File: config.mk
export PLATFORM = sky130hd
export DESIGN_NAME = custom_ptr_sync_wr
export DESIGN_NICKNAME = d
export VERILOG_FILES = /design/src/rtl/custom_ptr_sync_wr.sv
export SDC_FILE = /design/constraint.sdc
export NUM_CORES = 1
export LEC_CHECK = 0
export ABC_AREA = 0
export ABC_CLOCK_PERIOD_IN_PS = 5800
export BUFFER_PORTS_ARGS = -buffer_cell sky130_fd_sc_hd__clkbuf_2
export CAP_MARGIN = 25
export CORE_ASPECT_RATIO = 0.7
export CORE_UTILIZATION = 55
export CTS_CLUSTER_SIZE = 25
export DETAILED_ROUTE_END_ITERATION = 16
export GPL_TIMING_DRIVEN = 0
export HOLD_SLACK_MARGIN = 0.02
export PLACE_DENSITY = 0.95
export REMOVE_ABC_BUFFERS = 1
export SLEW_MARGIN = 20
export SYNTH_ARGS = -nofsm -noshare
export SYNTH_HDL_FRONTEND = slang
export SYNTH_SLANG_ARGS = --single-unit
File: constraint.sdc
create_clock -name wclk_i -period 5.8 [get_ports wclk_i]
set_input_delay 1.45 -clock wclk_i [delete_from_list [all_inputs] [get_ports wclk_i]]
set_output_delay 1.45 -clock wclk_i [all_outputs]
set_load 0.03 [all_outputs]
File: src/rtl/custom_ptr_sync_wr.sv
// custom_ptr_sync_wr: read-pointer synchroniser for the async FIFO write side,
// with free-space/full/almost-full flags and a Gray-step CDC health monitor.
`default_nettype none

module custom_ptr_sync_wr #(
  parameter int ADDRSIZE     = 4,
  parameter int SYNC_STAGES  = 2,
  parameter int AFULL_THRESH = 2,
  parameter int ERR_CNT_W    = 8
) (
  input  logic                 wclk_i,
  input  logic                 wrst_n_i,
  input  logic [ADDRSIZE:0]    rptr_g,
  input  logic [ADDRSIZE:0]    wptr_bin_i,
  input  logic                 err_clr_i,
  output logic [ADDRSIZE:0]    rptr_sync_g,
  output logic [ADDRSIZE:0]    rptr_sync_bin,
  output logic                 rptr_adv_o,
  output logic [ADDRSIZE:0]    wfree_o,
  output logic                 wfull_o,
  output logic                 walmost_full_o,
  output logic                 gray_err_o,
  output logic [ERR_CNT_W-1:0] gray_err_cnt_o
);

  localparam logic [ADDRSIZE:0] c_depth  = (ADDRSIZE+1)'(1 << ADDRSIZE);
  localparam logic [ADDRSIZE:0] c_thresh = (ADDRSIZE+1)'(AFULL_THRESH);

  if (SYNC_STAGES < 2 || SYNC_STAGES > 4) begin : g_bad_sync
    $error("custom_ptr_sync_wr: SYNC_STAGES must be 2..4");
  end
  if (AFULL_THRESH < 0 || AFULL_THRESH > (1 << ADDRSIZE)) begin : g_bad_thresh
    $error("custom_ptr_sync_wr: AFULL_THRESH must be 0..2**ADDRSIZE");
  end

  function automatic logic [ADDRSIZE:0] gray2bin(input logic [ADDRSIZE:0] g);
    logic [ADDRSIZE:0] b;
    b[ADDRSIZE] = g[ADDRSIZE];
    for (int i = ADDRSIZE - 1; i >= 0; i--) begin
      b[i] = b[i+1] ^ g[i];
    end
    return b;
  endfunction

  logic [ADDRSIZE:0]    sync_q [SYNC_STAGES];
  logic [ADDRSIZE:0]    bin_q, bin_d;
  logic                 adv_q, adv_d;
  logic                 err_q, err_d;
  logic [ERR_CNT_W-1:0] cnt_q, cnt_d;
  logic [ADDRSIZE:0]    prev_g;
  logic                 step_bad;
  logic [ADDRSIZE:0]    used;

  // Raw capture into stage 0: no logic may sit in front of the first flop.
  for (genvar k = 0; k < SYNC_STAGES; k++) begin : g_stage
    if (k == 0) begin : g_first
      always_ff @(posedge wclk_i or negedge wrst_n_i) begin
        if (!wrst_n_i) sync_q[k] <= '0;
        else           sync_q[k] <= rptr_g;
      end
    end else begin : g_rest
      always_ff @(posedge wclk_i or negedge wrst_n_i) begin
        if (!wrst_n_i) sync_q[k] <= '0;
        else           sync_q[k] <= sync_q[k-1];
      end
    end
  end

  assign rptr_sync_g = sync_q[SYNC_STAGES-1];

  // bin_q was derived from the previous synced Gray value, so re-encoding it recovers that value.
  always_comb begin
    prev_g   = bin_q ^ (bin_q >> 1);
    step_bad = ($countones(rptr_sync_g ^ prev_g) > 1);
    bin_d    = gray2bin(rptr_sync_g);
    adv_d    = (bin_d != bin_q);
    err_d    = err_q;
    cnt_d    = cnt_q;
    if (step_bad) begin
      err_d = 1'b1;
      if (err_clr_i)       cnt_d = ERR_CNT_W'(1);
      else if (cnt_q != '1) cnt_d = cnt_q + 1'b1;
    end else if (err_clr_i) begin
      err_d = 1'b0;
      cnt_d = '0;
    end
  end

  always_ff @(posedge wclk_i or negedge wrst_n_i) begin
    if (!wrst_n_i) begin
      bin_q <= '0;
      adv_q <= 1'b0;
      err_q <= 1'b0;
      cnt_q <= '0;
    end else begin
      bin_q <= bin_d;
      adv_q <= adv_d;
      err_q <= err_d;
      cnt_q <= cnt_d;
    end
  end

  assign rptr_sync_bin  = bin_q;
  assign rptr_adv_o     = adv_q;
  assign gray_err_o     = err_q;
  assign gray_err_cnt_o = cnt_q;

  // Modulo subtraction handles the lap bit; anything above depth is an overrun.
  always_comb begin
    used    = wptr_bin_i - bin_q;
    wfree_o = '0;
    wfull_o = 1'b1;
    if (used <= c_depth) begin
      wfree_o = c_depth - used;
      wfull_o = (used == c_depth);
    end
  end

  assign walmost_full_o = (wfree_o <= c_thresh);

endmodule

`default_nettype wire

==> summary.txt <==
Timing
  • TNS Setup: 0 ns
  • PnR worst setup slack: 0.690 ns
  • Worst Skew: 0.00346 ns
  • Final hold vios: 0
  • Relative slew slack: 0.599
  • Period minus WS final: 5.11 ns
  • Final worst-path cycle share: 0.881
  • Finish-stage setup viols: 0
  • Slew Viols, Final: 0
  • RSZ-0062 raised after global routing: no
  • Fmax: 196 MHz
  • Worst Tran Pin Value: 0.602 ns

Yosys
  • Largest area contributor in the netlist: dfrtp_1
  • Ys flop type: dfrtp_1
  • Synth warn: 0
  • Asr flop ratio synth: 1.00
  • Cells after synthesis: 137
  • Yosys cell types: 34
  • Synth top area share: 0.444
  • Synthesized area per cell: 10.3 um2
  • Mapped Area: 1410 um2
  • Seq/Total Area, Yosys: 0.444
  • Most common cell in the synthesized netlist: dfrtp_1
  • Register bit total from synthesis: 25
  • Synth cell count leaders: 25 x dfrtp_1, 10 x nor2_1, 10 x xor2_1
  • EDFF count, synth: 0
  • Synth area leaders: dfrtp_1 44%, ha_1 7.1%, xor2_1 6.2%, xnor2_1 4.4%, fa_1 2.8%

Routing
  • Final ANT Viol Nets: 0
  • Routed length on met3: 102 um
  • Drt total wl: 2.71 mm
  • DRT Pass-1 Iters: 4
  • Vias per cell: 5.12
  • Met2 Routed Length: 1.31 mm
  • Highest metal layer with signal wires: met4
  • Drt drc: 0
  • Post-Route M1 WL: 1.24 mm
  • Initial DRC Count: 44
  • Vias: 1049
  • WL/cell: 13.2 um

Placed design
  • DP Area: 1590 um2
  • Pre-CTS WS: 0.700 ns
  • Final HPWL DP: 2.22 mm
  • IO buf count: 39
  • RePlAce Congestion: 0.846

Setup path
  • CP max stage delay: 0.47 ns
  • Crit-path cells: clkbuf_2, inv_1, ha_1, inv_1, fa_1, inv_1, ha_1, nand2_1, nor2_1, ha_1, nor3_1, o21ai_1, and2_1, clkbuf_2
  • Worst path depth: 14
  • CP Max Fanout: 4
  • CP required: 4.35 ns
  • CP arrival: 3.66 ns
  • Slowest library cell on the worst path: fa_1
  • Crit end category: output port
  • Cells on worst reg2reg path: 8
  • Crit-path leading delay family: adder cells
  • Worst Path Buf+Inv: 5
  • Startpoint Class: input port
  • CP Class: input port to output port

Die
  • Die Ht: 44.3 um
  • Total die area: 2770 um2
  • Initial core utilization: 0.619
  • Io pins: 40
  • Die W: 62.5 um
  • Cell Rows: 14
  • CORE AREA: 2280 um2

CTS
  • CTS buffer count: 3
  • Root Buffer: clkbuf_4
  • Post-CTS Resized: 0
  • Clk buf depth: 2
  • H-tree depth: 1
  • Clk Latency, worst-skew pair: 0.33 ns
  • Total setup buffers inserted after CTS: 0
  • CTS tree: built
  • Hold Buf Count CTS: 0
  • # clock sinks: 25
  • Clock-pin slew on the worst setup and hold paths: 0.14 ns

Final layout
  • Final #Nets: 197
  • Synth-to-layout area growth: 15.2%
  • Util after Layout: 0.713
  • Share of layout cells above drive strength 1: 0.266
  • Number of antenna diodes: 0
  • Cell area after layout: 1620 um2
  • Filler instances: 175

Job
  • MaxCap Viol Count: 0

Worst hold path
  • Min-delay worst type: register to register
  • Worst Hold Depth: 0

Power and ir drop
  • Max VDD drop: 0.000173 V
  • Pleak: 0.783 nW
  • P per Cell Area: 406 nW/um2

Global route
  • Vias in the first global route: 1050
  • GRT Total Usage: 0.221
  • Congestion Overflow GR: 0
  • Antenna violations before repair: 0
  • First-pass GRT wire length: 4.55 mm
  • Pin count of the biggest net entering global routing: 26

Status
  • Outcome: complete, no violations
stage by stage:
step                instances  power (mW)  hold slack, ns
detailed placement        201       0.578           0.341
floorplan                 130       0.488           0.331
global route              205       0.706           0.378
finish                    205       0.659           0.368
CTS                       205       0.662           0.374
global placement          201       0.558           0.333
per-layer routing:
| layer | track usage | vias up |
|---|---|---|
| met5 | 0 | - |
| met4 | 0.130 | 0 |
| met3 | 0.0567 | 8 |
| met2 | 0.387 | 26 |
| met1 | 0.255 | 484 |
| li1 | - | 531 |
worst register-to-register path, delay by kind of cell, from the launching register on:
| kind | cells | cell delay (ns) |
|---|---|---|
| compound gates | 1 | 0.38 |
| simple gates | 2 | 0.37 |
| fa+ha+maj | 2 | 0.79 |
| flops | 1 | 0.48 |
| xor+xnor | 2 | 0.53 |
| mux | 1 | 0.24 |
registers in the layout, indices dropped and copies added, names as in the netlist:
name            cells
gray_err_o          1
gray_err_cnt_o      8
rptr_adv_o          1
rptr_sync_bin       5
sync_q              5
rptr_sync_g         5
placed cells by master (no fill, tap or decap), types with 2 or more instances in the layout:
master / count
a21oi_1: 7
and2_1: 3
and3_1: 2
clkbuf_2: 39
clkbuf_4: 3
dfrtp_1: 25
fa_1: 2
ha_1: 8
inv_1: 8
mux2i_1: 2
nand2_1: 8
nand2b_1: 2
nand3_1: 6
nor2_1: 10
nor2b_1: 2
nor3_1: 5
nor4_1: 2
o21ai_0: 3
o21ai_1: 3
or3_1: 4
xnor2_1: 7
xor2_1: 10
area by class of cell:
class                      instances  area, um2  share of cell area
clock buffer                       3       22.5              0.0139
multi-input combinational         97        701               0.432
tap                               32       40.0              0.0247
inverter                           8       30.0              0.0185
timing repair buffer              39        195               0.120
sequential                        25        626               0.386
clock inverter                     1       8.76             0.00540
path summary, 6_finish.rpt:
check / start / end / slack [ns]
max: wptr_bin_i[0] / wfree_o[4] / 0.69
min: sync_q[7] / rptr_sync_g[2] / 0.37
max reg2reg: rptr_sync_bin[3] / gray_err_cnt_o[1] / 2.92
min reg2reg: sync_q[7] / rptr_sync_g[2] / 0.37
max in group asynchronous: wrst_n_i / gray_err_cnt_o[5] / 4.32
min in group asynchronous: wrst_n_i / gray_err_cnt_o[0] / 1.09
power by group:
group	total [mW]	switching, mW	internal [mW]
clock network	0.0828	0.0546	0.0282
logic	0.355	0.228	0.127
registers	0.220	0.0260	0.194
total	0.659	0.309	0.350
logic make-up (layout without fill, tap and decap cells):
family,after synthesis,count (layout),share of synthesized area
AOI/OAI and AO/OA,19,19,0.0861
muxes,2,2,0.0142
xor gates and xnor gates,18,18,0.123
buffers and inverters,15,51,0.0586
adders and majority gates,10,10,0.0995
and+or+nand+nor,48,48,0.174
DFF,25,25,0.444
Power figures use the tool's default switching activity.
